[config.mk]
export PLATFORM = sky130hd
export DESIGN_NAME = vermirq_controller
export DESIGN_NICKNAME = d
export VERILOG_FILES = /design/src/rtl/vermirq_pkg.sv /design/src/rtl/vermirq_sync.sv /design/src/rtl/vermirq_controller.sv
export SDC_FILE = /design/constraint.sdc
export NUM_CORES = 1
export LEC_CHECK = 0
export ABC_AREA = 1
export ABC_CLOCK_PERIOD_IN_PS = 1500
export BUFFER_PORTS_ARGS = -buffer_cell sky130_fd_sc_hd__buf_2
export CORE_AREA = 4 4 89 91
export DETAILED_ROUTE_END_ITERATION = 8
export DIE_AREA = 0 0 93 95
export SLEW_MARGIN = 0
export SYNTH_ARGS = -nofsm -noshare
export SYNTH_HDL_FRONTEND = slang
export SYNTH_SLANG_ARGS = --single-unit
[constraint.sdc]
create_clock -name clk -period 1.5 [get_ports clk]
set_input_delay 0.15 -clock clk [delete_from_list [all_inputs] [get_ports clk]]
set_output_delay 0.15 -clock clk [all_outputs]
set_load 0.005 [all_outputs]
[src/rtl/vermirq_pkg.sv]
// Shared types and constants for the vermirq interrupt controller.
package vermirq_pkg;

  typedef logic [31:0] word_t;

  // Word offsets within the register window, decoded from address[3:2].
  localparam logic [1:0] IRQ_PENDING = 2'd0;
  localparam logic [1:0] IRQ_ENABLE  = 2'd1;
  localparam logic [1:0] IRQ_CAUSE   = 2'd2;
  localparam logic [1:0] IRQ_EDGE    = 2'd3;

  // CAUSE bit that reports an interrupt currently being serviced.
  localparam int CAUSE_INSERVICE_BIT = 31;

  typedef enum logic [1:0] {
    IDLE       = 2'd0,
    REQUEST    = 2'd1,
    IN_SERVICE = 2'd2
  } irq_state_t;

endpackage

[src/rtl/vermirq_sync.sv]
// Multi-flop bit-vector synchronizer; STAGES=0 passes the input straight through.
module vermirq_sync #(
  parameter int WIDTH  = 8,
  parameter int STAGES = 2
) (
  input  logic             clk,
  input  logic             reset,
  input  logic [WIDTH-1:0] async_in,
  output logic [WIDTH-1:0] sync_out
);

  if (STAGES == 0) begin : g_bypass
    // Sources already live in the clk domain.
    assign sync_out = async_in;

    logic unused_clk_reset;
    assign unused_clk_reset = clk ^ reset;
  end else begin : g_chain
    logic [WIDTH-1:0] stage_reg [STAGES];

    // Shift the raw vector through STAGES flops.
    always_ff @(posedge clk or posedge reset) begin
      if (reset) begin
        for (int i = 0; i < STAGES; i++) stage_reg[i] <= '0;
      end else begin
        stage_reg[0] <= async_in;
        for (int i = 1; i < STAGES; i++) stage_reg[i] <= stage_reg[i-1];
      end
    end

    assign sync_out = stage_reg[STAGES-1];
  end

endmodule

[src/rtl/vermirq_controller.sv]
// Interrupt controller: gathers level/edge sources, masks them and runs the
// single-request irq handshake with the core (request, ack, mret).
module vermirq_controller
  import vermirq_pkg::*;
#(
  parameter int N_SOURCES   = 8,
  parameter int SYNC_STAGES = 2
) (
  input  logic                 clk,
  input  logic                 reset,
  input  logic [N_SOURCES-1:0] sources,
  input  logic                 valid,
  output logic                 ready,
  input  logic [31:0]          address,
  input  logic [3:0]           wstrobe,
  input  logic [31:0]          wdata,
  output logic [31:0]          rdata,
  input  logic                 irq_ack,
  input  logic                 mret,
  output logic                 irq
);

  // Lowest set index wins, so source 0 has the highest priority.
  function automatic logic [4:0] lowest_set(input logic [N_SOURCES-1:0] vec);
    logic [4:0] idx;
    idx = '0;
    for (int i = N_SOURCES - 1; i >= 0; i--) begin
      if (vec[i]) idx = 5'(i);
    end
    return idx;
  endfunction

  logic [N_SOURCES-1:0] src_sync;
  logic [N_SOURCES-1:0] src_prev_reg;
  logic [N_SOURCES-1:0] pending_reg, pending_next;
  logic [N_SOURCES-1:0] enable_reg;
  logic [N_SOURCES-1:0] edge_mode_reg;
  logic [N_SOURCES-1:0] active;
  logic [N_SOURCES-1:0] rise;
  logic [N_SOURCES-1:0] w1c_clear;
  logic [N_SOURCES-1:0] wmask_n;
  logic [N_SOURCES-1:0] wdata_n;
  logic [4:0]           cause_reg, cause_next;
  irq_state_t           state_reg, state_next;
  word_t                byte_mask;
  logic                 wr_en;
  logic [1:0]           reg_sel;
  logic                 unused_bits;

  vermirq_sync #(
    .WIDTH  (N_SOURCES),
    .STAGES (SYNC_STAGES)
  ) u_sync (
    .clk      (clk),
    .reset    (reset),
    .async_in (sources),
    .sync_out (src_sync)
  );

  // Bus decode: only address[3:2] selects a register; strobes act per byte.
  assign reg_sel   = address[3:2];
  assign wr_en     = valid && (wstrobe != 4'b0000);
  assign byte_mask = {{8{wstrobe[3]}}, {8{wstrobe[2]}}, {8{wstrobe[1]}}, {8{wstrobe[0]}}};
  assign wmask_n   = byte_mask[N_SOURCES-1:0];
  assign wdata_n   = wdata[N_SOURCES-1:0] & wmask_n;
  assign w1c_clear = (wr_en && reg_sel == IRQ_PENDING) ? wdata_n : '0;
  assign rise      = src_sync & ~src_prev_reg;
  assign active    = pending_reg & enable_reg;
  assign ready     = valid;
  assign irq       = (state_reg == REQUEST);

  assign unused_bits = ^{address[31:4], address[1:0], wdata[31:N_SOURCES],
                         byte_mask[31:N_SOURCES]};

  // Per-source pending: edge bits latch rises (a new rise beats W1C), level bits follow the line.
  for (genvar gi = 0; gi < N_SOURCES; gi++) begin : g_pending
    assign pending_next[gi] = edge_mode_reg[gi]
                              ? (rise[gi] | (pending_reg[gi] & ~w1c_clear[gi]))
                              : src_sync[gi];
  end

  // Source history, pending bits and software-writable registers.
  always_ff @(posedge clk or posedge reset) begin
    if (reset) begin
      src_prev_reg  <= '0;
      pending_reg   <= '0;
      enable_reg    <= '0;
      edge_mode_reg <= '0;
    end else begin
      src_prev_reg <= src_sync;
      pending_reg  <= pending_next;
      if (wr_en && reg_sel == IRQ_ENABLE)
        enable_reg <= (enable_reg & ~wmask_n) | wdata_n;
      if (wr_en && reg_sel == IRQ_EDGE)
        edge_mode_reg <= (edge_mode_reg & ~wmask_n) | wdata_n;
    end
  end

  // Handshake state and latched cause.
  always_ff @(posedge clk or posedge reset) begin
    if (reset) begin
      state_reg <= IDLE;
      cause_reg <= '0;
    end else begin
      state_reg <= state_next;
      cause_reg <= cause_next;
    end
  end

  // Next-state logic: ack takes priority over mret; withdrawn requests fall back to IDLE.
  always_comb begin
    state_next = state_reg;
    cause_next = cause_reg;
    case (state_reg)
      IDLE: begin
        if (|active) state_next = REQUEST;
      end
      REQUEST: begin
        if (irq_ack) begin
          cause_next = lowest_set(active);
          state_next = IN_SERVICE;
        end else if (active == '0) begin
          state_next = IDLE;
        end
      end
      IN_SERVICE: begin
        if (mret && !irq_ack) state_next = IDLE;
      end
      default: state_next = IDLE;
    endcase
  end

  // Combinational read mux; unused high bits read as zero.
  always_comb begin
    rdata = '0;
    if (valid) begin
      case (reg_sel)
        IRQ_PENDING: rdata = word_t'(pending_reg);
        IRQ_ENABLE:  rdata = word_t'(enable_reg);
        IRQ_CAUSE: begin
          rdata[CAUSE_INSERVICE_BIT] = (state_reg == IN_SERVICE);
          rdata[4:0]                 = cause_reg;
        end
        IRQ_EDGE:    rdata = word_t'(edge_mode_reg);
        default:     rdata = '0;
      endcase
    end
  end

endmodule

### Yosys cells after proc, flatten, opt, wreduce, memory -nomap -nowiden

Index checks and enable logic that the tools add are counted.

* register bits: 55
* bits in latches: 0
* memories: 0
* bits in read-only memories: 0
* bits in writable memories: 0

* equal/unequal tests: 8
* shift operators: 0
* order comparisons: 0
* $add $sub $neg: 0
* div/mod/pow operators: 0
* reduce and logical (&&, ||, !) cells: 14
* mux-type cells: 26
* bitwise gates (word level): 33
* multipliers: 0

Operator list (count)
* 8-bit AND: 5
* 5-bit two-way mux: 7
* 32-bit two-way mux: 1
* 5-bit one-hot mux with 4 select lines: 1
* 8-bit NOT: 2
* 8-bit bitwise OR: 2
* 3-bit one-hot mux with 3 select lines: 1
* 1-bit AND: 8
* 8-bit logical NOT: 1
* 1-bit two-way mux: 8
* 2-bit two-way mux: 4
* 8-bit two-way mux: 1
* 1-bit NOT: 8
* 1-bit bitwise OR: 8
* 8-bit OR reduction: 1
* 2-bit == test, second input constant: 3
* 2-bit one-hot mux with 3 select lines: 1
* 1-bit logical AND: 5
* 2-bit by 1-bit == test with 1-bit output, second input constant: 2
* 2-bit logical NOT: 2
* 2-bit != test, second input constant: 2
* 4-bit nonzero test: 1
* 3-bit two-way mux: 1
* 3-bit by 2-bit != test with 1-bit output, second input constant: 1
* 5 further kinds: 5

### Longest topological paths before layout

Gate-level depths: netlist of run 1.

* depth after elaboration: 9
* mapped depth: 10

### Modules after synthesis

Synthesis of run 1 repeated with hierarchy kept, for this count alone.

* cell total of the unflattened synthesis: 272
* area, all modules: 2489.9 µm²

Modules (own cells, without submodules)
* vermirq_controller: cells an instance 247, area an instance 2025.7 µm², seq. area each 925.9 µm², instances 1
* vermirq_sync: cells an instance 25, area an instance 464.2 µm², seq. area each 400.4 µm², instances 1

### Least setup slack after synthesis of run 1

Ideal clock, no wire load.

* path type: register -> register
* from: register state_reg[0]
* to: register cause_reg[0]
* arrival: 885 ps
* setup time: 65 ps
* stages on the path, launching flop included: 7
* period minus slack after synthesis: 950 ps
* path slack: 550 ps
* data required time: 1435 ps
* cells stage by stage: dfrtp_1 -> inv_2 -> nor2_2 -> nand2_1 -> a21oi_1 -> nand2_1 -> nand2_1

* word-level cells in the longest chain between the ends: 2

Ends and longest elaborated chain
* start, declared: line vermirq_controller.sv:44 `irq_state_t state_reg, state_next;`
* start signal, assigned: line vermirq_controller.sv:105 `state_reg <= state_next;`
* 2-bit by 1-bit == test with 1-bit output
* net irq: line vermirq_controller.sv:20 `output logic irq`
* 2-bit AND reduction (no source line)
* end signal, assigned: line vermirq_controller.sv:106 `cause_reg <= cause_next;`
* end, declared: line vermirq_controller.sv:43 `logic [4:0] cause_reg, cause_next;`

The timed path passes the listed nets, and every way through them passes these cells.
A chain may end at the register's enable or synchronous reset.

==> metrics.yaml, run 1 <==
critical_path:
  cp_max_fo: 3
  cp_slowest_cell: "dfrtp_1"
  crit_type: "register to output port"
  worstPathCellList: "and3_1 > o21ai_1 > inv_1 > buf_2"
  crit_path_max_incr_delay_ns: 0.40
  path_delay_family: "flip-flops"
  startpoint_type: "register"
  path_buf_inv: 2
  crit_arrival_ns: 1.22
  required_ns: 1.35
  endpoint_kind: "output port"
timing:
  setup_tns_ns: 0
  fmax_mhz: 730
  skew_ns: 0.00628
  setup_viol: 0
  rsz0062_at_grt: "no"
  fin_crit_ns: 1.37
  hold_viol_final: 0
  finalCritPeriodShare_pct: 91.4
  final_max_slew_viol_count: 0
detailed_routing:
  wl_per_cell_um: 11.6
  vias: 1741
  avgViaCountPerCell: 4.31
  antenna_left: 0
  met1_length_um: 2140
  firstDrtPassIters: 4
  dr_wl_met2_um: 2110
  highest_layer: "met4"
  routed_wl_um: 4680
  drt-initial-drc-count: 106
  drc: 0
  wl_met3_um: 377
logic_synthesis:
  synth-main-ff-cell: "dfrtp_1"
  ys_ff_latch: 53
  synthDistinctLibCells: 26
  async_reset_ff_share_pct: 100
  synth_edf_count: 0
  yosys_warnings: 0
  ys_seq_area_share_pct: 54.7
  synthCells: 259
  syn-cell-area_um2: 2420
  syn_avg_cell_area_um2: 9.36
cts:
  clock_latency_ns: 0.30
  cts_root_buf: "clkbuf_8"
  post-cts-setup-buffer-count: 0
  cts_hold_buf: 9
  cts_sinks: 53
  cts_tree: "yes"
  htreeDepth: 2
  clk_pin_slew_ns: 0.09
  post_cts_resized: 0
  clockBufferDepth: 2
  cts_inserted_buffers: 5
layout:
  final_layout_size_suffix_gt1_share_pct: 22.6
  synthToLayoutAreaGrowth_pct: 15.8
  stdcell_count: 404
  multi_input_area_um2: 845
  fin_nets: 385
  regArea_um2: 1330
  diodes: 0
  nFillCells: 746
global_routing:
  antenna_found_initial: 0
  grt-ovfl-total: 0
  grt_pass1_wl_um: 7930
  grt_pass1_vias: 1645
  grt_max_degree: 54
  grt_usage_pct: 11.5
pwr:
  ir_drop_v: 0.000490
  p_leak_nw: 1.45
  cellPowerDensity_nw_per_um2: 1250
  finalPower_mw: 3.50
die:
  die_w_um: 93
  die_area_um2: 8840
  std_cell_rows: 31
  die_y_um: 95
  start_util_pct: 34.0
  coreArea_um2: 7140
  ios: 115
placed_design:
  dp_cells: 387
  io_buffer_count: 34
  gp_congestion: 0.814
  dp_hpwl_um: 3310
outcome:
  outcome: "complete, no violations"
worst_hold_path:
  min_path_type: "primary input to register"
job:
  maxCapViolations: 0
[cell families after synthesis]
logic type / Yosys count / share of synthesized area [%]
compound gates: 45 / 12.4
flops: 53 / 54.7
buf+inv: 58 / 13.8
other cells: 1 / 0.155
simple gates: 102 / 18.8
[synth_stat cells, types with 4 or more instances]
cell      instances  area [um^2]
nand2_1          77          289
dfrtp_1          53         1330
buf_4            26          195
inv_1            21         78.8
o211ai_1         13         97.6
o21ai_1          13         65.1
o21ai_2          10         87.6
nor2_1            7         26.3
nand3_1           6         30.0
a21oi_1           5         25.0
clkinv_1          4         15.0
inv_2             4         15.0
[final timing paths]
check / cells after the start / from / end / slack [ns]
setup / recovery: 4 / register / rdata[7] / 0.13
hold / removal: 3 / wdata[4] / register / 0.06
setup reg to reg: 10 / pending_reg[7] / cause_reg[0] / 0.40
hold reg to reg: 0 / u_sync.g_chain.stage_reg[14] / u_sync.sync_out[6] / 0.35
max in group asynchronous: 4 / reset / asynchronous set/reset pin / 0.83
min in group asynchronous: 4 / reset / asynchronous set/reset pin / 0.43
[through the flow]
stage	util, %	hold WS [ns]	setup slack [ns]	area (um^2)
CTS	39.3	0.0513	0.120	2810
global route	39.3	0.0616	0.0450	2810
finish	39.3	0.0582	0.129	2810
floorplan	-	0.181	0.0638	2510
global placement	36.4	0.217	0.302	2600
detailed placement	36.4	0.222	0.310	2600
[metal layers]
layer | vias up | track usage, %
li1 | 867 | -
met1 | 796 | 15.1
met2 | 72 | 18.4
met3 | 6 | 3.27
met4 | 0 | 4.03
met5 | - | 0
[worst reg2reg max path, stage by stage (launching register included)]
cell     delay (ns)
dfrtp_1        0.41
nand2_1        0.13
inv_1          0.05
nand2_1        0.05
nand2_1        0.05
nand2_1        0.06
nand2_1        0.05
nand2_1        0.06
nand2_1        0.05
nand2_1        0.05
nand2_1        0.04
[placed cells by master (no fill, tap or decap), types with 6 or more instances in the layout]
| master | netlist | layout |
|---|---|---|
| nand3_1 | 6 | 6 |
| buf_2 | 1 | 34 |
| clkbuf_8 | 0 | 6 |
| nand2_1 | 77 | 77 |
| o21ai_1 | 13 | 13 |
| conb_1 | 1 | 23 |
| dlygate4sd3_1 | 0 | 9 |
| dfrtp_1 | 53 | 53 |
| inv_1 | 21 | 20 |
| o211ai_1 | 13 | 13 |
| nor2_1 | 7 | 7 |
| o21ai_2 | 10 | 10 |
[power breakdown]
part	switching, mW	total (mW)	internal [mW]
clock network	0.446	0.990	0.544
logic	0.403	0.686	0.283
registers	0.168	1.82	1.65
total	1.02	3.50	2.48
[final cells by class]
type                       count  share of cell area, %
tap                           99                   4.41
inverter                      29                   3.88
multi-input combinational    170                   30.1
clock buffer                   7                   3.07
sequential                    53                   47.2
clock inverter                 1                   1.07
timing repair buffer          45                   10.2
(Power assumes the default switching activity.)
==> inputs of run 2 (changes only) <==
- RECOVER_POWER: default -> 25
==> metrics.yaml, run 2 (synthesized netlist as in run 1, its figures left out) <==
timing:
  worst_pin_slew_ns: 0.744
  finalCritPeriodShare_pct: 92.0  # +0.66 points
  fin_crit_ns: 1.38  # +0.00995 ns
  rsz0062_at_grt: "no"
  final_max_slew_viol_count: 0  # unchanged
  setup_tns_ns: 0  # unchanged
  fmax_mhz: 724  # -0.72%
  max-slew-margin-rel_pct: 50.3
  skew_ns: 0.00716  # +0.000879 ns
  hold_viol_final: 0  # unchanged
  setup_viol: 0  # unchanged
detailed_routing:
  routed_wl_um: 4690  # +0.15%
  wl_per_cell_um: 11.6  # +0.15%
  drt-initial-drc-count: 101  # -4.7%
  avgViaCountPerCell: 4.29  # -0.52%
  antenna_left: 0  # unchanged
  firstDrtPassIters: 4  # unchanged
  vias: 1732  # -0.52%
  drc: 0  # unchanged
critical_path:
  r2r-start: "pending_reg[7]"
  endpoint_kind: "output port"
  worstReg2RegEnd: "cause_reg[0]"
  crit_arrival_ns: 1.23  # about the same
  reg2reg_slack_ns: 0.40  # about the same
  reg2reg_depth: 10  # unchanged
  crit_path_max_incr_delay_ns: 0.41  # about the same
  worstPathCellList: "and3_1 > o21ai_1 > inv_1 > buf_2"
  required_ns: 1.35  # about the same
  cp_slowest_cell: "dfrtp_1"
  cp_max_fo: 3  # unchanged
  crit_type: "register to output port"
  startpoint_type: "register"
worst_hold_path:
  min_path_type: "primary input to register"
  hp-start: "wdata[3]"
  hold_depth: 3  # unchanged
pwr:
  cellPowerDensity_nw_per_um2: 1260  # +0.71%
  p_leak_nw: 1.42  # -1.6%
  ir_drop_v: 0.000490  # about the same
global_routing:
  grt_pass1_wl_um: 7930  # unchanged
  grt_usage_pct: 11.5  # unchanged
  grt_max_degree: 54  # unchanged
  grt-ovfl-total: 0  # unchanged
  grt_pass1_vias: 1645  # unchanged
  antenna_found_initial: 0  # unchanged
cts:
  cts_inserted_buffers: 5  # unchanged
  cts_tree: "yes"
  cts_root_buf: "clkbuf_8"
  htreeDepth: 2  # unchanged
  clock_latency_ns: 0.31  # about the same
  clockBufferDepth: 2  # unchanged
  clk_pin_slew_ns: 0.09  # about the same
  cts_sinks: 53  # unchanged
die:
  std_cell_rows: 31  # unchanged
  die_y_um: 95  # unchanged
  die_w_um: 93  # unchanged
  die_area_um2: 8840  # unchanged
  start_util_pct: 34.0  # unchanged
  coreArea_um2: 7140  # unchanged
  ios: 115  # unchanged
outcome:
  outcome: "complete, no violations"
layout:
  multi_input_area_um2: 827  # -2.1%
  final_core_util_pct: 38.9  # -0.42 points
  synthToLayoutAreaGrowth_pct: 14.6
  fin_nets: 385  # unchanged
  nFillCells: 750  # +0.54%
  diodes: 0  # unchanged
  final_cell_mix: "nand2_1, dfrtp_1, buf_2"
  final_layout_size_suffix_gt1_share_pct: 22.0  # -0.66 points
  regArea_um2: 1330  # unchanged
  final_common_cell: "nand2_1"
placed_design:
  dp_hpwl_um: 3310  # unchanged
  io_buffer_count: 34  # unchanged
  gp_congestion: 0.814  # unchanged
job:
  maxCapViolations: 0  # unchanged
[run 2: cell type report]
cell class	count	share of cell area [%]
clock inverters	1	1.08
inverters	29	3.92
well taps	99	4.46
flip-flops and latches	53	47.7
multi-input cells	170	29.8
repair buffers	45	9.91
clock buffers	7	3.11
[run 2: metrics by stage]
stage	instance area (um^2)	cells	setup WS (ns)	hold WS [ns]	total power, mW
2_1_floorplan	2510	281	0.0638	0.181	2.35
3_3_place_gp	2600	387	0.302	0.217	2.50
3_5_place_dp	2600	387	0.310	0.222	2.53
4_1_cts	2810	404	0.120	0.0513	3.55
5_1_grt	2780	404	0.0450	0.0766	3.72
6_report	2780	404	0.119	0.0686	3.49
[run 2: report_power, final]
group / switching [mW] / leakage (nW) / internal, mW / total [mW]
registers: 0.167 / 0.629 / 1.65 / 1.82
logic: 0.398 / 0.736 / 0.276 / 0.674
clock network: 0.447 / 0.0585 / 0.544 / 0.991
total: 1.01 / 1.42 / 2.47 / 3.49
[run 2: what timing repair did]
item | CTS | global route
hold buffers | 9 | 0
setup buffers | 0 | 0
resized for setup | 0 | 0
hold endpoints to repair | 61 | 0
[run 2: critical path: cells and delay by family (launching register included)]
family | cells | cell delay, ns
DFF | 1 | 0.41
buffers and inverters | 2 | 0.18
and+or+nand+nor | 1 | 0.17
AOI/OAI and AO/OA | 1 | 0.16
[run 2: how the worst max path moves through the flow]
stage | from | end | slack (ns) | cells after the start
after CTS | register | rdata[7] | 0.12 | 4
after global routing | register | rdata[7] | 0.04 | 4
after detailed placement | address[2] | rdata[5] | 0.31 | 8
after floorplan | reset | asynchronous set/reset pin | 0.06 | 1
after global placement | address[2] | rdata[1] | 0.30 | 6
final | register | rdata[7] | 0.12 | 4
[run 2: layer usage]
layer	vias to the layer above	part of all wire (%)	wire length, um	track usage (%)
met2	65	44	2080	18.4
met4	0	1.3	63	4.03
met1	795	47	2190	15.1
met3	6	7.6	355	3.27
li1	866	-	-	-
met5	-	0	0	0
==> inputs of run 3 (changes only) <==
- CTS_BUF_LIST: default -> sky130_fd_sc_hd__clkbuf_16
==> metrics.yaml, run 3 (synthesized netlist as in run 1, its figures left out) <==
cts:
  clockBufferDepth: 2  # unchanged
  cts_sinks: 53  # unchanged
  cts_root_buf: "clkbuf_16"
  htreeDepth: 2  # unchanged
  clock_latency_ns: 0.29  # -0.02 ns
  cts_tree: "yes"
  clk_pin_slew_ns: 0.07  # -0.02 ns
  post-cts-setup-buffer-count: 0  # unchanged
  cts_inserted_buffers: 5  # unchanged
critical_path:
  worstPathCellList: "and3_1 > o21ai_1 > inv_1 > buf_2"
  startpoint_type: "register"
  endpoint_kind: "output port"
  crit_path_max_incr_delay_ns: 0.39  # -0.02 ns
  cp_slowest_cell: "dfrtp_1"
  crit_type: "register to output port"
  required_ns: 1.35  # about the same
  crit_arrival_ns: 1.20  # -0.03 ns
  cp_max_fo: 3  # unchanged
timing:
  fin_crit_ns: 1.35  # -0.0309 ns
  setup_tns_ns: 0  # unchanged
  max-slew-margin-rel_pct: 49.8  # -0.56 points
  fmax_mhz: 741  # +2.3%
  hold_viol_final: 0  # unchanged
  rsz0062_at_grt: "no"
  final_max_slew_viol_count: 0  # unchanged
  skew_ns: 0.00553  # -0.00163 ns
  setup_viol: 0  # unchanged
  worst_pin_slew_ns: 0.753  # +0.00835 ns
  finalCritPeriodShare_pct: 90.0  # -2.1 points
detailed_routing:
  avgViaCountPerCell: 4.29  # unchanged
  drc: 0  # unchanged
  wl_per_cell_um: 11.5  # -0.68%
  firstDrtPassIters: 4  # unchanged
  vias: 1732  # unchanged
  drt-initial-drc-count: 89  # -12%
  routed_wl_um: 4660  # -0.68%
  antenna_left: 0  # unchanged
global_routing:
  grt_usage_pct: 11.6  # +0.068 points
  grt_pass1_wl_um: 8000  # +0.87%
  grt_max_degree: 54  # unchanged
  grt-ovfl-total: 0  # unchanged
  antenna_found_initial: 0  # unchanged
  grt_pass1_vias: 1661  # +0.97%
layout:
  final_layout_size_suffix_gt1_share_pct: 21.6  # -0.33 points
  nFillCells: 739  # -1.5%
  synthToLayoutAreaGrowth_pct: 16.6
  diodes: 0  # unchanged
  final_cell_mix: "nand2_1, dfrtp_1, buf_2"
  fin_nets: 385  # unchanged
  final_common_cell: "nand2_1"
  stdcell_count: 404  # unchanged
worst_hold_path:
  min_path_type: "primary input to register"
placed_design:
  io_buffer_count: 34  # unchanged
  dp_cells: 387  # unchanged
  dp_hpwl_um: 3310  # unchanged
  gp_congestion: 0.814  # unchanged
job:
  maxCapViolations: 0  # unchanged
die:
  die_w_um: 93  # unchanged
  start_util_pct: 34.0  # unchanged
  die_area_um2: 8840  # unchanged
  ios: 115  # unchanged
  std_cell_rows: 31  # unchanged
  die_y_um: 95  # unchanged
  coreArea_um2: 7140  # unchanged
outcome:
  outcome: "complete, no violations"
pwr:
  p_leak_nw: 1.45  # +1.8%
  ir_drop_v: 0.000674  # +37%
  cellPowerDensity_nw_per_um2: 1330  # +6.0%
run 3: changes by cell type in the layout (fill, tap and decap cells not counted), sizes merged:
| cell | before | now |
|---|---|---|
| clkbuf | 8 | 6 |
| clkinv | 4 | 5 |
| inv | 25 | 26 |
run 3: worst paths after layout:
check                                               end  cells past startpoint  slack (ns)                    startpoint
max                                            rdata[7]                      4        0.15                      register
min                                            register                      3        0.08                      wdata[4]
max reg2reg                                cause_reg[0]                     10        0.40                pending_reg[7]
min reg2reg                          u_sync.sync_out[6]                      0        0.35  u_sync.g_chain.stage_reg[14]
max in group asynchronous            u_sync.sync_out[0]                      4        0.41                         reset
min in group asynchronous  u_sync.g_chain.stage_reg[14]                      4        0.64                         reset
run 3: what timing repair did:
item / CTS / global route
hold buffers: 9 / 0
gates resized for setup: 0 / 0
endpoints found under the hold margin: 61 / 0
run 3: worst max-delay path, delay by kind of cell (launching register included):
family	cells	cell delay (ns)
and+or+nand+nor	1	0.17
AOI/OAI and AO/OA	1	0.17
DFF	1	0.39
buffers and inverters	2	0.18
run 3: cell type report:
type                       instances  area [um^2]  area share, %
multi-input combinational        170          828           29.3
tap                               99          124           4.38
timing repair buffer              45          275           9.74
sequential                        53         1330           46.9
clock buffer                       5          125           4.43
inverter                          29          109           3.85
clock inverter                     3         37.5           1.33
run 3: report_power, final:
group | total [mW] | leakage, nW | internal (mW) | switching, mW
clock network | 1.26 | 0.0826 | 0.776 | 0.485
logic | 0.675 | 0.737 | 0.278 | 0.398
registers | 1.82 | 0.629 | 1.66 | 0.166
total | 3.76 | 1.45 | 2.71 | 1.05
run 3: routing by layer:
metal	GRT usage [%]	routed length, um
met5	0	0
met4	4.52	80
met3	3.27	355
met2	18.3	2080
met1	15.2	2140
run 3: per-stage QoR:
| step | power (mW) | area [um^2] | utilization [%] | hold WS, ns | setup WS (ns) |
|---|---|---|---|---|---|
| 3_3_place_gp | 2.50 | 2600 | 36.4 | 0.217 | 0.302 |
| 3_5_place_dp | 2.53 | 2600 | 36.4 | 0.222 | 0.310 |
| 6_report | 3.76 | 2830 | 39.6 | 0.0777 | 0.150 |
| 5_1_grt | 3.99 | 2830 | 39.6 | 0.0901 | 0.0783 |
| 4_1_cts | 3.82 | 2850 | 40.0 | 0.0744 | 0.147 |
| 2_1_floorplan | 2.35 | 2510 | - | 0.181 | 0.0638 |
